File: src/rtl/rsa_pkg.sv
// Shared constants for the RSA datapath: default width, control levels and
// the 4-bit state encodings of the exponentiation controller.
package rsa_pkg;
    localparam int unsigned DATA_WIDTH_DEF = 8;
    localparam logic        START_LVL      = 1'b1;
    localparam logic        RESET_LVL      = 1'b0;

    localparam logic [3:0] S_IDLE     = 4'd0;
    localparam logic [3:0] S_CHECK    = 4'd1;
    localparam logic [3:0] S_RED_ISS  = 4'd2;
    localparam logic [3:0] S_RED_WAIT = 4'd3;
    localparam logic [3:0] S_SQ_ISS   = 4'd4;
    localparam logic [3:0] S_SQ_WAIT  = 4'd5;
    localparam logic [3:0] S_MUL_ISS  = 4'd6;
    localparam logic [3:0] S_MUL_WAIT = 4'd7;
    localparam logic [3:0] S_NEXT     = 4'd8;
    localparam logic [3:0] S_DONE     = 4'd9;
    localparam logic [3:0] S_ERROR    = 4'd10;
endpackage

File: src/rtl/rsa_core_mul.sv
// Registered W x W -> 2W unsigned multiplier; the product register is the
// dividend presented to the reduction core and only changes on i_load.
module rsa_core_mul
    import rsa_pkg::*;
#(
    parameter int W = DATA_WIDTH_DEF
) (
    input  logic           i_clk,
    input  logic           i_rst_n,
    input  logic           i_load,
    input  logic [W-1:0]   i_a,
    input  logic [W-1:0]   i_b,
    output logic [2*W-1:0] o_p
);
    logic [2*W-1:0] w_prod;

    assign w_prod = {{W{1'b0}}, i_a} * {{W{1'b0}}, i_b};

    always_ff @(posedge i_clk) begin
        if (i_rst_n == RESET_LVL) begin
            o_p <= '0;
        end else if (i_load) begin
            o_p <= w_prod;
        end
    end
endmodule

File: src/rtl/rsa_core_modexp.sv
// Left-to-right square-and-multiply controller: exp_c = exp_base^exp_exp mod exp_n,
// with every reduction delegated to an attached rsa_core_mod over the mod_* handshake.
module rsa_core_modexp
    import rsa_pkg::*;
#(
    parameter int   DATA_WIDTH = DATA_WIDTH_DEF,
    parameter logic START      = START_LVL
) (
    input  logic                    exp_clk,
    input  logic                    exp_rst,
    input  logic                    exp_start,
    input  logic [DATA_WIDTH-1:0]   exp_base,
    input  logic [DATA_WIDTH-1:0]   exp_exp,
    input  logic [DATA_WIDTH-1:0]   exp_n,
    output logic                    exp_done,
    output logic                    exp_err,
    output logic [DATA_WIDTH-1:0]   exp_c,
    output logic                    mod_start,
    output logic [2*DATA_WIDTH-1:0] mod_a,
    output logic [DATA_WIDTH-1:0]   mod_b,
    input  logic                    mod_done,
    input  logic                    mod_err,
    input  logic [DATA_WIDTH-1:0]   mod_c
);
    localparam int W  = DATA_WIDTH;
    localparam int IW = (W > 1) ? $clog2(W) : 1;

    logic [3:0]    r_state;
    logic [W-1:0]  r_base;
    logic [W-1:0]  r_exp;
    logic [W-1:0]  r_b;
    logic [W-1:0]  r_r;
    logic [IW-1:0] r_idx;

    logic          w_mul_load;
    logic [W-1:0]  w_mul_a;
    logic [W-1:0]  w_mul_b;
    logic          w_ok;

    assign w_ok = mod_done && !mod_err;

    // The product is loaded on the edge that enters an ISS state, so the operands
    // are chosen from the values that edge would otherwise be capturing.
    always_comb begin
        w_mul_load = 1'b0;
        w_mul_a    = r_r;
        w_mul_b    = r_r;
        case (r_state)
            S_CHECK: begin
                w_mul_load = (mod_b != '0);
                w_mul_a    = r_base;
                w_mul_b    = W'(1);
            end
            S_RED_WAIT: w_mul_load = w_ok;
            S_SQ_WAIT: begin
                w_mul_load = w_ok && r_exp[r_idx];
                w_mul_a    = mod_c;
                w_mul_b    = r_b;
            end
            S_NEXT:  w_mul_load = (r_idx != '0);
            default: w_mul_load = 1'b0;
        endcase
    end

    rsa_core_mul #(.W(W)) u_mul (
        .i_clk   (exp_clk),
        .i_rst_n (exp_rst),
        .i_load  (w_mul_load),
        .i_a     (w_mul_a),
        .i_b     (w_mul_b),
        .o_p     (mod_a)
    );

    always_ff @(posedge exp_clk) begin
        if (exp_rst == RESET_LVL) begin
            r_state   <= S_IDLE;
            exp_done  <= 1'b0;
            exp_err   <= 1'b0;
            exp_c     <= '0;
            mod_start <= 1'b0;
            mod_b     <= '0;
            r_base    <= '0;
            r_exp     <= '0;
            r_b       <= '0;
            r_r       <= '0;
            r_idx     <= '0;
        end else begin
            exp_done  <= 1'b0;
            mod_start <= 1'b0;
            case (r_state)
                S_IDLE: begin
                    if (exp_start == START) begin
                        r_base  <= exp_base;
                        r_exp   <= exp_exp;
                        mod_b   <= exp_n;
                        r_r     <= W'(1);
                        r_idx   <= IW'(W - 1);
                        r_state <= S_CHECK;
                    end
                end
                S_CHECK: begin
                    if (mod_b == '0) begin
                        r_state <= S_ERROR;
                    end else begin
                        mod_start <= 1'b1;
                        r_state   <= S_RED_ISS;
                    end
                end
                S_RED_ISS: r_state <= S_RED_WAIT;
                S_RED_WAIT: begin
                    if (mod_done) begin
                        if (mod_err) begin
                            r_state <= S_ERROR;
                        end else begin
                            r_b       <= mod_c;
                            mod_start <= 1'b1;
                            r_state   <= S_SQ_ISS;
                        end
                    end
                end
                S_SQ_ISS: r_state <= S_SQ_WAIT;
                S_SQ_WAIT: begin
                    if (mod_done) begin
                        if (mod_err) begin
                            r_state <= S_ERROR;
                        end else begin
                            r_r <= mod_c;
                            if (r_exp[r_idx]) begin
                                mod_start <= 1'b1;
                                r_state   <= S_MUL_ISS;
                            end else begin
                                r_state <= S_NEXT;
                            end
                        end
                    end
                end
                S_MUL_ISS: r_state <= S_MUL_WAIT;
                S_MUL_WAIT: begin
                    if (mod_done) begin
                        if (mod_err) begin
                            r_state <= S_ERROR;
                        end else begin
                            r_r     <= mod_c;
                            r_state <= S_NEXT;
                        end
                    end
                end
                S_NEXT: begin
                    if (r_idx == '0) begin
                        r_state <= S_DONE;
                    end else begin
                        r_idx     <= r_idx - 1'b1;
                        mod_start <= 1'b1;
                        r_state   <= S_SQ_ISS;
                    end
                end
                S_DONE: begin
                    exp_c    <= r_r;
                    exp_err  <= 1'b0;
                    exp_done <= 1'b1;
                    r_state  <= S_IDLE;
                end
                S_ERROR: begin
                    exp_c    <= '1;
                    exp_err  <= 1'b1;
                    exp_done <= 1'b1;
                    r_state  <= S_IDLE;
                end
                default: r_state <= S_IDLE;
            endcase
        end
    end
endmodule

File: config.mk
export PLATFORM = sky130hd
export DESIGN_NAME = rsa_core_modexp
export DESIGN_NICKNAME = d
export VERILOG_FILES = /design/src/rtl/rsa_pkg.sv /design/src/rtl/rsa_core_mul.sv /design/src/rtl/rsa_core_modexp.sv
export SDC_FILE = /design/constraint.sdc
export NUM_CORES = 1
export LEC_CHECK = 0
export ABC_AREA = 1
export CORE_UTILIZATION = 47
export DETAILED_ROUTE_END_ITERATION = 6
export GPL_TIMING_DRIVEN = 0
export HOLD_SLACK_MARGIN = 0.02
export PLACE_DENSITY = 0.77
export SYNTH_ARGS = -nofsm -noshare
export SYNTH_HDL_FRONTEND = slang
export SYNTH_SLANG_ARGS = --single-unit
File: constraint.sdc
create_clock -name exp_clk -period 4.62 [get_ports exp_clk]
set_input_delay 0.924 -clock exp_clk [delete_from_list [all_inputs] [get_ports exp_clk]]
set_output_delay 0.924 -clock exp_clk [all_outputs]
set_load 0.05 [all_outputs]
==> impl_metrics.tcl, run 1 <==
set metrics [dict create \
    result_of_the_run "finished, violations left" \
    violated_checks "negative setup slack" \
    worst_hold_startpoint "r_exp[2]" \
    timing.critical_path.slowest_stage_cell "fa_1" \
    critPathMaxStageDelay_ns 0.53 \
    min_period_over_period_pct 101.8 \
    fmax_mhz 212.7 \
    kind_of_start_point_of_the_critical_path "flip-flop" \
    vias 5482 \
    detailed_placer_s_ending_hpwl_microns 10690 \
    global_route.overflow_total 0 \
    dpl_cell_area_sq_um 6412 \
    worst_r2r_path_depth 27 \
    drtPass1Iterations 5 \
    fin_hold_ws_ns 0.4498 \
    drt-initial-drc-count 358 \
    most_frequent_standard_cell_in_the_layout_excluding_fill_and_tap_cells "inv_1" \
    final-seq-area_sq_um 1490 \
    syn_nets 872 \
    final.setup.worst_slack_ns -0.08173 \
    cp_num_buf_inv 8 \
    hold_viol_final 0 \
    clockBufferDepth 2 \
    clock_sinks 74 \
    finalNetCount 997 \
    clk_root_buf "clkbuf_16" \
    r2r_start "r_state[0]" \
    min-delay-path-class "reg2reg" \
    row_count 39 \
    worst-endpoint-required_ns 4.85 \
    fp.coreArea_sq_um 11420 \
    die_y_microns 110.4 \
    netlist-cell-type-count 36 \
    dpl_worst_slack_ns -0.9158 \
    layout-area-overhead-vs-synth_pct 34.87 \
    cts-buffers-inserted 9 \
    post_route_cells_drive_above_1_share_pct 21.21 \
    multi_input_comb_area_sq_um 3744 \
    worst_slew_pin_slew_ns 0.5917 \
    powerDensity_nw_per_um2 787.7 \
    sum_of_routed_wire_length_over_all_layers_microns 15660 \
    grt_use_total_pct 27.07 \
    rsz0062_at_grt "true" \
    path_delay_family "adder cells" \
    grt_first_pass_wirelength_microns 25180 \
    r2r_slack_ns -0.08 \
    ys_seq_area_share_pct 26.83 \
    critical_path.endpoint_type "flip-flop" \
    die_width_microns 110.4 \
    whs_path_depth 2 \
    finalMaxSlewViolations 0 \
    reg2reg_to "u_mul.o_p[12]" \
    post_synth.cell_area_avg_sq_um 7.256 \
    clkTransAtPathRegs_ns 0.06 \
    drt_drc_violations_left 0 \
    hold_path_end "r_exp[2]" \
    period_minus_slack_ns 4.702 \
    clock_skew_ns 0.005879 \
    detail_route.vias_per_cell 5.302 \
    cts_htree_levels 3 \
    syn-cell-area_sq_um 5522 \
    mapped_cells 761 \
    detail-route-antenna-nets 0 \
    finalSetupTns_ns -0.2918 \
    worstSkewPairLatency_ns 0.34 \
    worst_path_arrival_ns 4.93 \
    setup_viol 6 \
    layout.filler_cells 966 \
    gp_congestion 0.8967 \
    route.detailed.wl_per_inst_microns 15.14 \
    final_cell_mix "inv_1, nand2_1, nor2_1" \
    synthesis_warnings 0 \
    grt_pass1_vias 5394 \
    type_of_the_worst_setup_path "reg2reg" \
    worst_voltage_drop_across_the_vdd_grid_mv 0.7259 \
    crit_fanout 5 \
    grt_max_degree 13 \
    n_antenna_cell 0 \
    io_buffers 71 \
    maxSlewHeadroom_pct 60.55 \
    power.static_leakage_uw 0.003451 \
    cts_tree "yes" \
    initial_standard_cell_utilization_of_the_core_pct 48.36 \
    max_cap_violations 0 \
    design_area_sq_um 7447 \
    initial_antenna_violation_count 0 \
    io_pins 72 \
    design.die.area_sq_um 12190 \
    synth-seq-cells 74 \
]
cell type report:
class	count	share of cell area (%)
flip-flops and latches	74	20.01
inverters	143	7.342
clock buffers	11	3.394
clock inverters	5	0.7056
repair buffers	114	14.11
well taps	143	2.403
multi-input cells	524	50.27
plain buffers	20	1.764
per-layer routing:
metal  vias to the layer above  GRT usage, %  part of all wire [%]
met5                         -             0                     0
met4                         0         12.41                   3.4
met3                        48         4.821                   6.0
met2                       212         46.72                    50
met1                      2572         32.69                    40
li1                       2650             -                     -
Yosys cell counts (all sizes together):
cell,number,share of area [%]
inv,142,9.7
nand2,138,10
nor2,117,9.3
dfxtp,74,27
a21oi,61,5.5
o21ai,56,5.2
ha,38,8.6
fa,36,13
nand3,29,2.9
a211oi,15,2.1
buf,11,1.5
clkbuf,9,0.61
nor3,9,0.82
nand4,8,0.91
xor2,6,0.95
a31oi,3,0.34
nand3b,2,0.27
xnor2,2,0.32
a22oi,1,0.39
clkinv,1,0.068
o211ai,1,0.23
o21bai,1,0.14
o22ai,1,0.11
metrics by stage:
stage / std cells / util [%] / power, uW
final: 1034 / 65.22 / 5866
after global routing: 1034 / 65.22 / 6334
after global placement: 975 / 56.16 / 4079
after floorplan: 761 / - / 3283
after detailed placement: 975 / 56.16 / 4147
after CTS: 1027 / 64.01 / 5623
sequential cells by signal, summed over array words and instances (netlist names), 3 cells and up:
name / count
r_state: 4
exp_c: 8
mod_b: 8
r_r: 8
r_b: 8
r_base: 8
r_idx: 3
r_exp: 8
u_mul.o_p: 16
worst min-delay path: cells and delay by family, from the launching register on:
family	cells	cell delay [ns]
compound gates	1	0.05
flops	1	0.29
buf+inv	1	0.06
how the worst max path moves through the flow:
stage                          to  depth (start not counted)        from
global placement    u_mul.o_p[12]                         23    mod_c[4]
floorplan           u_mul.o_p[10]                         27  r_state[0]
detailed placement  u_mul.o_p[14]                         20    mod_c[0]
global route        u_mul.o_p[13]                         29  r_state[0]
finish              u_mul.o_p[12]                         27  r_state[0]
CTS                 u_mul.o_p[12]                         29  r_state[0]
kinds of logic after synthesis:
group	count (synthesis)	share of synthesized area, %
adders and majority gates	74	21.66
and+or+nand+nor	303	24.29
buffers and inverters	163	11.87
DFF	74	26.83
xor gates and xnor gates	8	1.269
AOI/OAI and AO/OA	139	14.07
where the power goes:
part | switching, uW | leakage, uW | internal, uW
clock network | 269 | 0.000151 | 444
registers | 80.8 | 0.000609 | 799
logic | 2590 | 0.00269 | 1690
repair_timing:
action | CTS | global route
pin swaps | 38 | 10
hold buffers | 0 | 0
cloned | 1 | 0
endpoints found under the setup margin | 10 | 10
setup buffers | 35 | 7
resized for setup | 101 | 24
Note: power is estimated with default switching activity, not from simulation.
==> run 2, diff against run 1 <==
- SKIP_LAST_GASP: not set -> 1
==> impl_metrics.tcl, run 2 (same netlist as run 1, synthesis figures left out) <==
set metrics [dict create \
    n_antenna_cell 0 \
    post_route_cells_drive_above_1_share_pct 25.80 \
    cts-buffers-inserted 9 \
    period_minus_slack_ns 4.804 \
    result_of_the_run "finished, violations left" \
    drtPass1Iterations 5 \
    fp.coreArea_sq_um 11420 \
    route.detailed.wl_per_inst_microns 16.38 \
    finalMaxSlewViolations 0 \
    cellInternalPower_uw 3170 \
    die_width_microns 110.4 \
    switching_share_pct 50.87 \
    drt_drc_violations_left 0 \
    design.die.area_sq_um 12190 \
    rsz0062_at_grt "true" \
    most_frequent_standard_cell_in_the_layout_excluding_fill_and_tap_cells "inv_1" \
    min-delay-path-class "reg2reg" \
    grt_first_pass_wirelength_microns 24810 \
    sum_of_routed_wire_length_over_all_layers_microns 17200 \
    io_pins 72 \
    clock_sinks 74 \
    worst-endpoint-required_ns 4.90 \
    layout-area-overhead-vs-synth_pct 40.47 \
    maxSlewHeadroom_pct 61.03 \
    clockBufferDepth 2 \
    gp_congestion 0.8967 \
    cts_htree_levels 3 \
    grt.met1_usage_pct 32.20 \
    finalNetCount 1013 \
    design_area_sq_um 7756 \
    grt_max_degree 13 \
    grt_use_total_pct 26.73 \
    worstSkewPairLatency_ns 0.34 \
    clock_skew_ns 0.009926 \
    power.share.sequential_pct 13.6 \
    crit_fanout 6 \
    global_route.peak_usage_layer "met2" \
    p_clk_share_pct 11.1 \
    detail-route-antenna-nets 0 \
    hold_viol_final 0 \
    share_comb_of_total_power_pct 75.2 \
    clkTransAtPathRegs_ns 0.06 \
    drt-initial-drc-count 445 \
    initial_standard_cell_utilization_of_the_core_pct 48.36 \
    initial_antenna_violation_count 0 \
    final_cell_mix "inv_1, nand2_1, nor2_1" \
    kind_of_start_point_of_the_critical_path "flip-flop" \
    grt_pass1_vias 5361 \
    fmax_mhz 208.2 \
    worst_voltage_drop_across_the_vdd_grid_mv 0.9281 \
    vias 5768 \
    global_route.overflow_total 0 \
    worst_path_arrival_ns 5.08 \
    layoutNonFillerInstCount 1050 \
    cts_tree "yes" \
    largest_register_ff_count 16 \
    critical_path.endpoint_type "flip-flop" \
    cts_hold_repair.buffers 0 \
    die_y_microns 110.4 \
    dpl_cell_area_sq_um 6412 \
    setup_viol 7 \
    detailed_placer_s_ending_hpwl_microns 10690 \
    worst_slew_pin_slew_ns 0.5846 \
    powerDensity_nw_per_um2 831.9 \
    grt.met2_usage_pct 45.65 \
    net-switching-power_uw 3282 \
    min_period_over_period_pct 104.0 \
    clk_root_buf "clkbuf_16" \
    violated_checks "negative setup slack" \
    row_count 39 \
    final.setup.worst_slack_ns -0.1840 \
    max_cap_violations 0 \
    type_of_the_worst_setup_path "reg2reg" \
    place_inst 975 \
    grt_util_met3_pct 4.938 \
    detail_route.vias_per_cell 5.493 \
    max_flop_register "u_mul.o_p" \
    power.static_leakage_uw 0.003586 \
    io_buffers 71 \
]
## run 2: path summary, 6_finish.rpt
| check | from | to | slack (ns) | depth (start not counted) |
|---|---|---|---|---|
| worst min-delay path | r_exp[6] | r_exp[6] | 0.45 | 2 |
| worst max register to register | r_state[1] | u_mul.o_p[10] | -0.18 | 23 |
| worst max-delay path | r_state[1] | u_mul.o_p[10] | -0.18 | 23 |
| worst min register to register | r_exp[6] | r_exp[6] | 0.45 | 2 |
## run 2: cell type report
class | instances | area (sq um)
Timing Repair Buffer | 130 | 1190
Inverter | 143 | 546.8
Tap cell | 143 | 178.9
Clock buffer | 11 | 252.7
Clock inverter | 5 | 52.55
Sequential cell | 74 | 1490
Multi-Input combinational cell | 524 | 3914
Fill cell | 880 | 3662
Buffer | 20 | 131.4
## run 2: metal layers
layer  vias to the layer above  share of wire [%]  wire length (microns)
met5                         -                  0                      0
met4                         0                3.8                    649
met3                        68                7.8                   1348
met2                       301                 51                   8752
met1                      2714                 37                   6450
li1                       2685                  -                      -
## run 2: timing repair
action / in CTS / in global routing
gates cloned: 1 / 0
setup buffers: 35 / 23
endpoints found under the setup margin: 10 / 10
endpoints found under the hold margin: 0 / 0
pin swaps: 38 / 57
gates resized for setup: 98 / 76
## run 2: critical path, cell delays in order, from the launching register on
cell and delay, ns:
dfxtp_4 0.37, nor2_4 0.14, inv_4 0.05, nor2_4 0.14
buf_4 0.14, buf_4 0.14, o21ai_0 0.17, nand2_4 0.14
buf_6 0.12, nor2_1 0.05, fa_1 0.47, fa_1 0.52
fa_1 0.51, inv_1 0.07, fa_1 0.53, inv_1 0.06
ha_4 0.29, nand2_2 0.09, nor2_2 0.19, nand2_1 0.08
nand2_1 0.11, xor2_1 0.18, nor2_1 0.08, nor2_1 0.09
## run 2: power by group through the flow
stage	Clock [uW]	Sequential, uW	Combinational (uW)
global placement	0	889	3190
finish	717	881	4850
floorplan	0	1180	2110
detailed placement	0	891	3260
global route	751	899	5230
CTS	719	880	4010
## run 2: through the flow
| step | setup slack [ns] | util [%] | power [uW] | hold WS, ns | setup TNS, ns |
|---|---|---|---|---|---|
| global route | -0.3493 | 67.93 | 6882 | 0.4782 | -2.301 |
| detailed placement | -0.9158 | 56.16 | 4147 | 0.4405 | -8.873 |
| CTS | -0.01551 | 63.93 | 5610 | 0.4495 | -0.01551 |
| global placement | -0.9235 | 56.16 | 4079 | 0.4353 | -8.736 |
| floorplan | 0.002539 | - | 3283 | 0.4244 | 0 |
| finish | -0.1840 | 67.93 | 6452 | 0.4505 | -0.6914 |
==> run 3, diff against run 2 <==
- PLACE_DENSITY: 0.77 -> not set
- PLACE_DENSITY_LB_ADDON: not set -> 0.25
- clock period: 4.62 -> 4.2 ns (I/O delays scaled with it)
==> impl_metrics.tcl, run 3 (same netlist as run 1, synthesis figures left out) <==
set metrics [dict create \
    final_cell_mix "inv_1, nand2_1, nor2_1" \
    clk_root_buf "clkbuf_16" \
    maxSlewHeadroom_pct 57.85 \
    fin_total_pwr_uw 6689 \
    worst_path_arrival_ns 4.82 \
    detailed_placer_s_ending_hpwl_microns 11470 \
    worst-endpoint-required_ns 4.43 \
    route.detailed.wl_per_inst_microns 14.82 \
    finalMaxSlewViolations 0 \
    grt_max_degree 13 \
    grt_pass1_vias 5649 \
    cts_tree "yes" \
    vias 5371 \
    detail_route.vias_per_cell 5.230 \
    drt_drc_violations_left 0 \
    layout.filler_cells 982 \
    critical_path.endpoint_type "flip-flop" \
    hold_viol_final 0 \
    drtPass1Iterations 5 \
    finalNetCount 990 \
    clkTransAtPathRegs_ns 0.06 \
    multi_input_comb_area_sq_um 3826 \
    fmax_mhz 217.7 \
    fp.coreArea_sq_um 11420 \
    io_pins 72 \
    powerDensity_nw_per_um2 888.6 \
    die_y_microns 110.4 \
    layout-area-overhead-vs-synth_pct 36.35 \
    crit_fanout 8 \
    grt_use_total_pct 27.81 \
    sum_of_routed_wire_length_over_all_layers_microns 15220 \
    largest_register_ff_count 16 \
    worstSkewPairLatency_ns 0.34 \
    min-delay-path-class "reg2reg" \
    power.static_leakage_uw 0.003450 \
    cts-buffers-inserted 9 \
    final-seq-area_sq_um 1490 \
    period_minus_slack_ns 4.594 \
    worst_slew_pin_slew_ns 0.6323 \
    worst_r2r_path_depth 27 \
    gp_congestion 0.8811 \
    most_frequent_standard_cell_in_the_layout_excluding_fill_and_tap_cells "inv_1" \
    clock_sinks 74 \
    result_of_the_run "finished, violations left" \
    die_width_microns 110.4 \
    detail-route-antenna-nets 0 \
    cts_hold_repair.buffers 0 \
    clockBufferDepth 2 \
    max_flop_register "u_mul.o_p" \
    initial_standard_cell_utilization_of_the_core_pct 48.36 \
    global_route.overflow_total 0 \
    r2r_slack_ns -0.39 \
    design.die.area_sq_um 12190 \
    final.setup.worst_slack_ns -0.3940 \
    max_cap_violations 0 \
    grt_first_pass_wirelength_microns 25910 \
    setup_viol 10 \
    io_buffers 71 \
    n_antenna_cell 0 \
    type_of_the_worst_setup_path "reg2reg" \
    clock_skew_ns 0.007344 \
    cts_htree_levels 3 \
    violated_checks "negative setup slack" \
    min_period_over_period_pct 109.4 \
    row_count 39 \
    drt-initial-drc-count 265 \
    rsz0062_at_grt "true" \
    whs_path_depth 2 \
    post_route_cells_drive_above_1_share_pct 21.83 \
    initial_antenna_violation_count 0 \
    worst_voltage_drop_across_the_vdd_grid_mv 0.9528 \
    finalCoreUtilization_pct 65.93 \
    kind_of_start_point_of_the_critical_path "flip-flop" \
]
run 3: cell types whose count changed in the layout (fill, tap and decap cells not counted), moves of 3 or more:
cell	delta
buf_4	-21
nand2_4	-8
nor2_1	+8
nor2_2	-5
o21ai_2	-5
inv_2	-4
nand2_2	+3
nand2_8	+3
nor2_4	-3
o21ai_1	+3
run 3: where the power goes:
part	total [uW]	internal, uW	switching, uW
Sequential	967	879	87.2
Clock	857	567	289
Combinational	4870	1950	2920
Total	6690	3400	3290
run 3: area by class of cell:
class                           instances  area share [%]
Sequential cell                        74           19.79
Clock inverter                          4          0.9639
Inverter                              143           7.329
Buffer                                 20           1.745
Tap cell                              143           2.377
Multi-Input combinational cell        524           50.82
Clock buffer                           12           3.540
Timing Repair Buffer                  107           13.43
run 3: repair_timing:
item	in CTS	in global routing
setup buffers	35	0
gates cloned	1	0
setup endpoints to repair	11	11
gates resized for setup	82	8
pin swaps	41	4
run 3: critical path, cell delays in order (launching register included):
cell	delay, ns
dfxtp_4	0.36
inv_4	0.04
nor2_4	0.10
inv_4	0.05
nor2_4	0.14
inv_6	0.08
buf_12	0.16
nand2_4	0.09
nand2_4	0.05
inv_2	0.07
nand3_1	0.10
fa_1	0.49
fa_1	0.50
inv_1	0.05
fa_1	0.47
inv_1	0.05
fa_1	0.58
inv_2	0.06
ha_4	0.29
nand2_1	0.12
o21ai_1	0.15
nand2_1	0.10
nand3_1	0.09
nand2_1	0.05
nand2_1	0.08
nand2_1	0.06
inv_1	0.06
nor2_1	0.03
run 3: metal layers:
metal | vias to the layer above | global-route usage (%) | wire length, microns
met5 | - | 0 | 0
met2 | 170 | 49.02 | 7487
met3 | 37 | 5.820 | 952
met4 | 0 | 10.81 | 401
li1 | 2642 | - | -
met1 | 2522 | 32.93 | 6380
run 3: through the flow:
step	instances	setup WS (ns)	instance area [sq um]	hold WS [ns]	TNS [ns]
detailed placement	975	-1.037	6606	0.4442	-10.01
CTS	1027	-0.3164	7498	0.4526	-2.267
floorplan	761	-0.1255	5717	0.4244	-0.8105
global placement	975	-0.9979	6606	0.4370	-9.688
finish	1027	-0.3940	7528	0.4531	-2.623
global route	1027	-0.6438	7528	0.4660	-5.214
run 3: final timing paths:
| path | from | to |
|---|---|---|
| hold reg to reg | r_exp[7] | r_exp[7] |
| hold / removal | r_exp[7] | r_exp[7] |
| setup / recovery | r_state[0] | u_mul.o_p[13] |
| setup reg to reg | r_state[0] | u_mul.o_p[13] |
